<file path="config.mk">
export PLATFORM = sky130hd
export DESIGN_NAME = apu_frame_sequencer
export DESIGN_NICKNAME = d
export VERILOG_FILES = /design/src/rtl/apu_frame_sequencer.sv
export SDC_FILE = /design/constraint.sdc
export NUM_CORES = 1
export LEC_CHECK = 0
export ABC_AREA = 1
export ABC_CLOCK_PERIOD_IN_PS = 1200
export CAP_MARGIN = 10
export CORE_MARGIN = 2
export CORE_UTILIZATION = 39
export CTS_CLUSTER_SIZE = 25
export DETAILED_ROUTE_END_ITERATION = 8
export MAX_ROUTING_LAYER = met4
export PLACE_DENSITY = 0.8
export SLEW_MARGIN = 20
export SYNTH_ARGS = -nofsm -noshare
export SYNTH_HDL_FRONTEND = slang
export SYNTH_SLANG_ARGS = --single-unit
</file>
<file path="constraint.sdc">
create_clock -name cpu_clk -period 1.2 [get_ports cpu_clk]
set_clock_uncertainty 0.15 [all_clocks]
set_input_delay 0.24 -clock cpu_clk [delete_from_list [all_inputs] [get_ports cpu_clk]]
set_output_delay 0.24 -clock cpu_clk [all_outputs]
set_load 0.05 [all_outputs]
</file>
<file path="src/rtl/apu_frame_sequencer.sv">
// APU frame sequencer: turns the 240 Hz frame tick into quarter/half-frame
// clock pulses and the frame interrupt, in 4-step or 5-step mode ($4017).
module apu_frame_sequencer (
  input  logic       cpu_clk,
  input  logic       rst,
  input  logic       clk_240Hz,
  input  logic       reg_wr,
  input  logic [7:0] reg_wdata,
  input  logic       irq_ack,
  output logic       quarter_frame,
  output logic       half_frame,
  output logic       frame_irq,
  output logic [2:0] step_cnt,
  output logic       stepSel
);

  localparam logic [2:0] STEP0 = 3'd0;
  localparam logic [2:0] STEP1 = 3'd1;
  localparam logic [2:0] STEP2 = 3'd2;
  localparam logic [2:0] STEP3 = 3'd3;
  localparam logic [2:0] STEP4 = 3'd4;

  logic       sync1_q, sync2_q, edge_q, tick_q;
  logic       rise;
  logic [2:0] step_q, step_d;
  logic [2:0] last_step;
  logic       sel_q, sel_d;
  logic       inh_q, inh_d;
  logic       irq_q, irq_d;
  logic       qf_q, qf_d;
  logic       hf_q, hf_d;

  // The detected rise is registered once more so the step pulses land on
  // the third edge after the first edge that samples the tick high.
  assign rise      = sync2_q & ~edge_q;
  assign last_step = sel_q ? STEP4 : STEP3;

  always_comb begin
    step_d = step_q;
    sel_d  = sel_q;
    inh_d  = inh_q;
    irq_d  = irq_q;
    qf_d   = 1'b0;
    hf_d   = 1'b0;

    if (irq_ack) irq_d = 1'b0;

    if (reg_wr) begin
      // A write takes priority over a coincident tick, which is dropped.
      step_d = STEP0;
      sel_d  = reg_wdata[7];
      inh_d  = reg_wdata[6];
      qf_d   = reg_wdata[7];
      hf_d   = reg_wdata[7];
      if (reg_wdata[6]) irq_d = 1'b0;
    end else if (tick_q) begin
      case (step_q)
        STEP0, STEP2: qf_d = 1'b1;
        STEP1, STEP4: begin
          qf_d = 1'b1;
          hf_d = 1'b1;
        end
        STEP3: begin
          if (!sel_q) begin
            qf_d = 1'b1;
            hf_d = 1'b1;
            if (!inh_q) irq_d = 1'b1;
          end
        end
        default: ;
      endcase
      step_d = (step_q >= last_step) ? STEP0 : step_q + 3'd1;
    end
  end

  always_ff @(posedge cpu_clk) begin
    if (rst) begin
      sync1_q <= 1'b0;
      sync2_q <= 1'b0;
      edge_q  <= 1'b0;
      tick_q  <= 1'b0;
      step_q  <= STEP0;
      sel_q   <= 1'b0;
      inh_q   <= 1'b0;
      irq_q   <= 1'b0;
      qf_q    <= 1'b0;
      hf_q    <= 1'b0;
    end else begin
      sync1_q <= clk_240Hz;
      sync2_q <= sync1_q;
      edge_q  <= sync2_q;
      tick_q  <= rise;
      step_q  <= step_d;
      sel_q   <= sel_d;
      inh_q   <= inh_d;
      irq_q   <= irq_d;
      qf_q    <= qf_d;
      hf_q    <= hf_d;
    end
  end

  assign quarter_frame = qf_q;
  assign half_frame    = hf_q;
  assign frame_irq     = irq_q;
  assign step_cnt      = step_q;
  assign stepSel       = sel_q;

endmodule
</file>
**Yosys cells after proc, flatten, opt, wreduce, memory -nomap -nowiden**

Cells that the tools add are included.

- Logic and storage cells: 38
- Bits of input ports: 13
- Register bits: 12

- Bitwise gates (word level): 2
- Equality and inequality tests: 4
- Order comparisons: 1
- Add/subtract/negate cells: 1
- Multiplexer cells: 16
- Reductions and logical operators: 4

Operator list:

| operator | number |
|---|---|
| $mux 1 | 12 |
| $eq 3x2->1 const B | 2 |
| $mux 3 | 2 |
| $pmux 1 s2 | 2 |
| $reduce_or 2->1 | 2 |
| $reduce_or 4->1 | 1 |
| $add 3x1->3 const B | 1 |
| $eq 3x1->1 const B | 1 |
| $eq 3x3->1 const B | 1 |
| $ge 3x3->1 | 1 |
| $logic_not 3->1 | 1 |
| $and 1x1->1 | 1 |
| $not 1->1 | 1 |

**Logic depth before layout (Yosys ltp)**

- Word-level depth: 6
- Gate-level depth with buffers: 7
- Mapped depth without buffers: 7

**Worst setup path before layout**

Ideal clock, no wire load.

- Path kind: register -> register
- From: register step_q[0] (netlist: step_cnt[0])
- To: register step_q[2] (netlist: step_cnt[2])
- Clock period less this slack: 1.730 ns
- Arrival: 1.514 ns
- Setup time: 0.066 ns
- Slack: -0.530 ns
- Stages on the path, launching flop included: 8
- Cells stage by stage: dfxtp_1 -> inv_1 -> ha_1 -> inv_1 -> nand2_1 -> nand2_1 -> nand3_1 -> a21oi_2

- Cells in the longest elaborated chain, start to end: 2

RTL lines:

| item | line | source |
|---|---|---|
| start, declared | 25 | `logic [2:0] step_q, step_d;` |
| start signal, assigned | 93 | `step_q <= step_d;` |
| $add 3x1->3 / $ge 3x3->1 (equally long branches) | 72 | `step_d = (step_q >= last_step) ? STEP0 : step_q + 3'd1;` |
| $mux 3 * | 72 |  |

Mark *: on every way between the ends. The rest lies on a longest branch, timed or not.
A chain may end at the register's enable or synchronous reset.

**Worst setup path after layout**

- From: register sel_q (netlist: stepSel)
- To: register step_q[2] (netlist: step_cnt[2])

- Cells in the longest elaborated chain, start to end: 3

RTL lines:

| item | line | source |
|---|---|---|
| start, declared | 27 | `logic sel_q, sel_d;` |
| start signal, assigned | 94 | `sel_q <= sel_d;` |
| $mux 3 | 36 | `assign last_step = sel_q ? STEP4 : STEP3;` |
| $ge 3x3->1 | 72 |  |
| $mux 3 | 72 |  |

No other way between the ends.

==> impl_metrics.env <==
export IMPL_reg2reg_depth=7
export IMPL_crit_required_ns=1.25
export IMPL_gp_congestion=0.852
export IMPL_timing_final_crit_period_ns=1.34
export IMPL_die_x_um=43.7
export IMPL_avgSynthCellArea_um2=7.99
export IMPL_ios=20
export IMPL_synth_area_leaders="dfxtp_1, ha_1, inv_1"
export IMPL_min_to="tick_q$_SDFF_PP0_"
export IMPL_wl_met2_um=747
export IMPL_cts_inserted_buffers=3
export IMPL_min_period_over_period=1.12
export IMPL_synthTopCellsByCount="inv_1, nand2_1, dfxtp_1"
export IMPL_fin_hold_ws_ns=0.243
export IMPL_maxCapViolCount=0
export IMPL_cp_end_kind="flip-flop"
export IMPL_area_growth_pct=75.8
export IMPL_slew_violations=0
export IMPL_ys_flop_type="dfxtp_1"
export IMPL_syn_nets=98
export IMPL_worst_hold_startpoint="edge_q$_SDFF_PP0_"
export IMPL_dr_wl_met3_um=84
export IMPL_core_area_mm2=0.00149
export IMPL_portBuffers=13
export IMPL_grt_pass1_wl_mm=2.39
export IMPL_grt_use_total=0.178
export IMPL_violations="negative setup slack"
export IMPL_antenna_found_initial=0
export IMPL_rows=14
export IMPL_clkLatencyLatePin_ns=0.27
export IMPL_grt_ovfl_total=0
export IMPL_drt_met1_wl_um=558
export IMPL_syn_cell_area_um2=616
export IMPL_holdPathStages=1
export IMPL_critical_path_max_fanout=4
export IMPL_finalSetupTns_ns=-1.03
export IMPL_start_util=0.413
export IMPL_first_iter_violations=10
export IMPL_async_flop_share=0
export IMPL_p_leak_nw=0.450
export IMPL_clk_transition_reported_paths_ns=0.08
export IMPL_ant_nets=0
export IMPL_fin_ws_ns=-0.141
export IMPL_vias=557
export IMPL_hold_path_class="flip-flop to flip-flop"
export IMPL_cts_root_buf="clkbuf_4"
export IMPL_place_area_um2=922
export IMPL_cp_arrival_ns=1.40
export IMPL_timing_fmax_mhz=746
export IMPL_seq_area_frac_synth=0.390
export IMPL_fin_nets=123
export IMPL_final_setup_viol_count=10
export IMPL_reg2reg_from="stepSel$_SDFFE_PP0P_"
export IMPL_avgRoutedWirePerCell_um=12.4
export IMPL_die_y_um=43.7
export IMPL_dieArea_mm2=0.00191
export IMPL_synth_top_area_frac=0.390
export IMPL_hold_viol=0
export IMPL_rsz0062_at_grt="yes"
export IMPL_yosysMostFrequentCell="inv_1"
export IMPL_antennaDiodeCount=0
export IMPL_synthDistinctLibCells=20
export IMPL_syn_inst=77
export IMPL_outcome="finished, violations left"
export IMPL_r2r_end="step_cnt[2]$_SDFFE_PP0P_"
export IMPL_hpwlAfterDp_mm=1.03
export IMPL_cts_buffer_depth=2
export IMPL_design_area_mm2=0.00108
export IMPL_drive_above_1_share=0.525
export IMPL_dr_pass1_iters=6
export IMPL_synth_edff_count=0
export IMPL_grt_pass1_vias=553
export IMPL_powerDensity_mw_per_mm2=808
export IMPL_ys_seq_elements=12
export IMPL_worstSetupStartpointType="flip-flop"
export IMPL_relSlewSlack=0.823
export IMPL_r2r_setup_slack_ns=-0.14
export IMPL_worst_pin_slew_ns=0.265
export IMPL_wirelength_mm=1.45
export IMPL_htreeDepth=1
export IMPL_cts_tree="yes"
export IMPL_route_detailed_drc=0
export IMPL_critPathKind="flip-flop to flip-flop"
export IMPL_grt_max_degree=8
export IMPL_irDropWorstVdd_mv=0.785
export IMPL_clock_sinks=12
export IMPL_viasPerCell=4.76
export IMPL_top_layer="met4"
export IMPL_yosysWarnings=0
export IMPL_synth_top_cell_by_area="dfxtp_1"
==> worst max path at each step <==
stage	from	to	slack, ns	cells after the start
floorplan	step_cnt[0]$_SDFFE_PP0P_	step_cnt[1]$_SDFFE_PP0P_	-0.15	7
global placement	reg_wr	quarter_frame$_SDFF_PP0_	-0.19	4
detailed placement	reg_wr	quarter_frame$_SDFF_PP0_	-0.22	4
CTS	stepSel$_SDFFE_PP0P_	step_cnt[2]$_SDFFE_PP0P_	-0.13	7
global route	stepSel$_SDFFE_PP0P_	step_cnt[2]$_SDFFE_PP0P_	-0.19	7
finish	stepSel$_SDFFE_PP0P_	step_cnt[2]$_SDFFE_PP0P_	-0.14	7
==> where the power goes <==
group / internal (mW) / leakage, nW / switching (mW)
combinational: 0.0665 / 0.328 / 0.0697
sequential: 0.403 / 0.102 / 0.0108
clock: 0.185 / 0.0210 / 0.140
total: 0.654 / 0.450 / 0.220
==> repair_timing <==
item | CTS | global route
pin swaps | 10 | 12
hold buffers | 0 | 0
setup buffers | 1 | 0
resized for setup | 17 | 12
setup endpoints to repair | 10 | 11
==> final cells by class <==
class	count	area [um2]
inverter	18	78.8
clock buffer	4	36.3
sequential	12	256
tap	16	20.0
fill	108	407
multi-input combinational	46	415
timing repair buffer	21	275
==> state kept, by name (all words and copies together) (netlist names) <==
| signal | cells |
|---|---|
| step_cnt | 3 |
| edge_q | 1 |
| frame_irq | 1 |
| half_frame | 1 |
| inh_q | 1 |
| quarter_frame | 1 |
| stepSel | 1 |
| sync1_q | 1 |
| sync2_q | 1 |
| tick_q | 1 |
==> routing by layer <==
metal	GRT usage	up-vias
met3	0.0708	7
met4	0.0727	0
li1	-	283
met1	0.186	247
met5	-	-
met2	0.297	20
==> critical path, cell delays in order (launching register included) <==
cell     delay [ns]
dfxtp_4        0.40
inv_6          0.05
ha_4           0.21
nand2_2        0.05
inv_2          0.04
nor2_4         0.14
nand3_2        0.09
a21oi_2        0.13
==> logic make-up after synthesis <==
family                     count (synthesis)  share of synthesized area
and+or+nand+nor                           29                      0.224
buffers and inverters                     19                      0.128
DFF                                       12                      0.390
AOI/OAI and AO/OA                          9                     0.0955
adders and majority gates                  8                      0.163
==> metrics by stage <==
step / std cells / power, mW / setup WS (ns) / util
2_1_floorplan: 77 / 0.483 / -0.151 / -
3_3_place_gp: 112 / 0.541 / -0.186 / 0.619
3_5_place_dp: 112 / 0.545 / -0.217 / 0.619
4_1_cts: 117 / 0.868 / -0.129 / 0.698
5_1_grt: 117 / 0.911 / -0.192 / 0.727
6_report: 117 / 0.874 / -0.141 / 0.727
==> cell usage in the layout, fill, tap and decap left out, types with 2 or more instances in the layout <==
cell type | synthesis | layout
buf_4 | 0 | 4
inv_2 | 2 | 4
nand2_2 | 0 | 3
inv_4 | 0 | 2
a21oi_2 | 2 | 3
buf_6 | 1 | 4
ha_4 | 0 | 6
o21ai_1 | 2 | 2
dfxtp_1 | 12 | 7
a21oi_1 | 3 | 2
nor2_1 | 5 | 4
nand3_2 | 0 | 2
nor2_4 | 1 | 3
inv_1 | 15 | 10
dfxtp_4 | 0 | 4
nand3_1 | 4 | 2
clkdlybuf4s50_1 | 0 | 6
nand2_1 | 14 | 10
buf_12 | 0 | 7
clkbuf_4 | 0 | 3
Note: power is estimated with default switching activity, not from simulation.
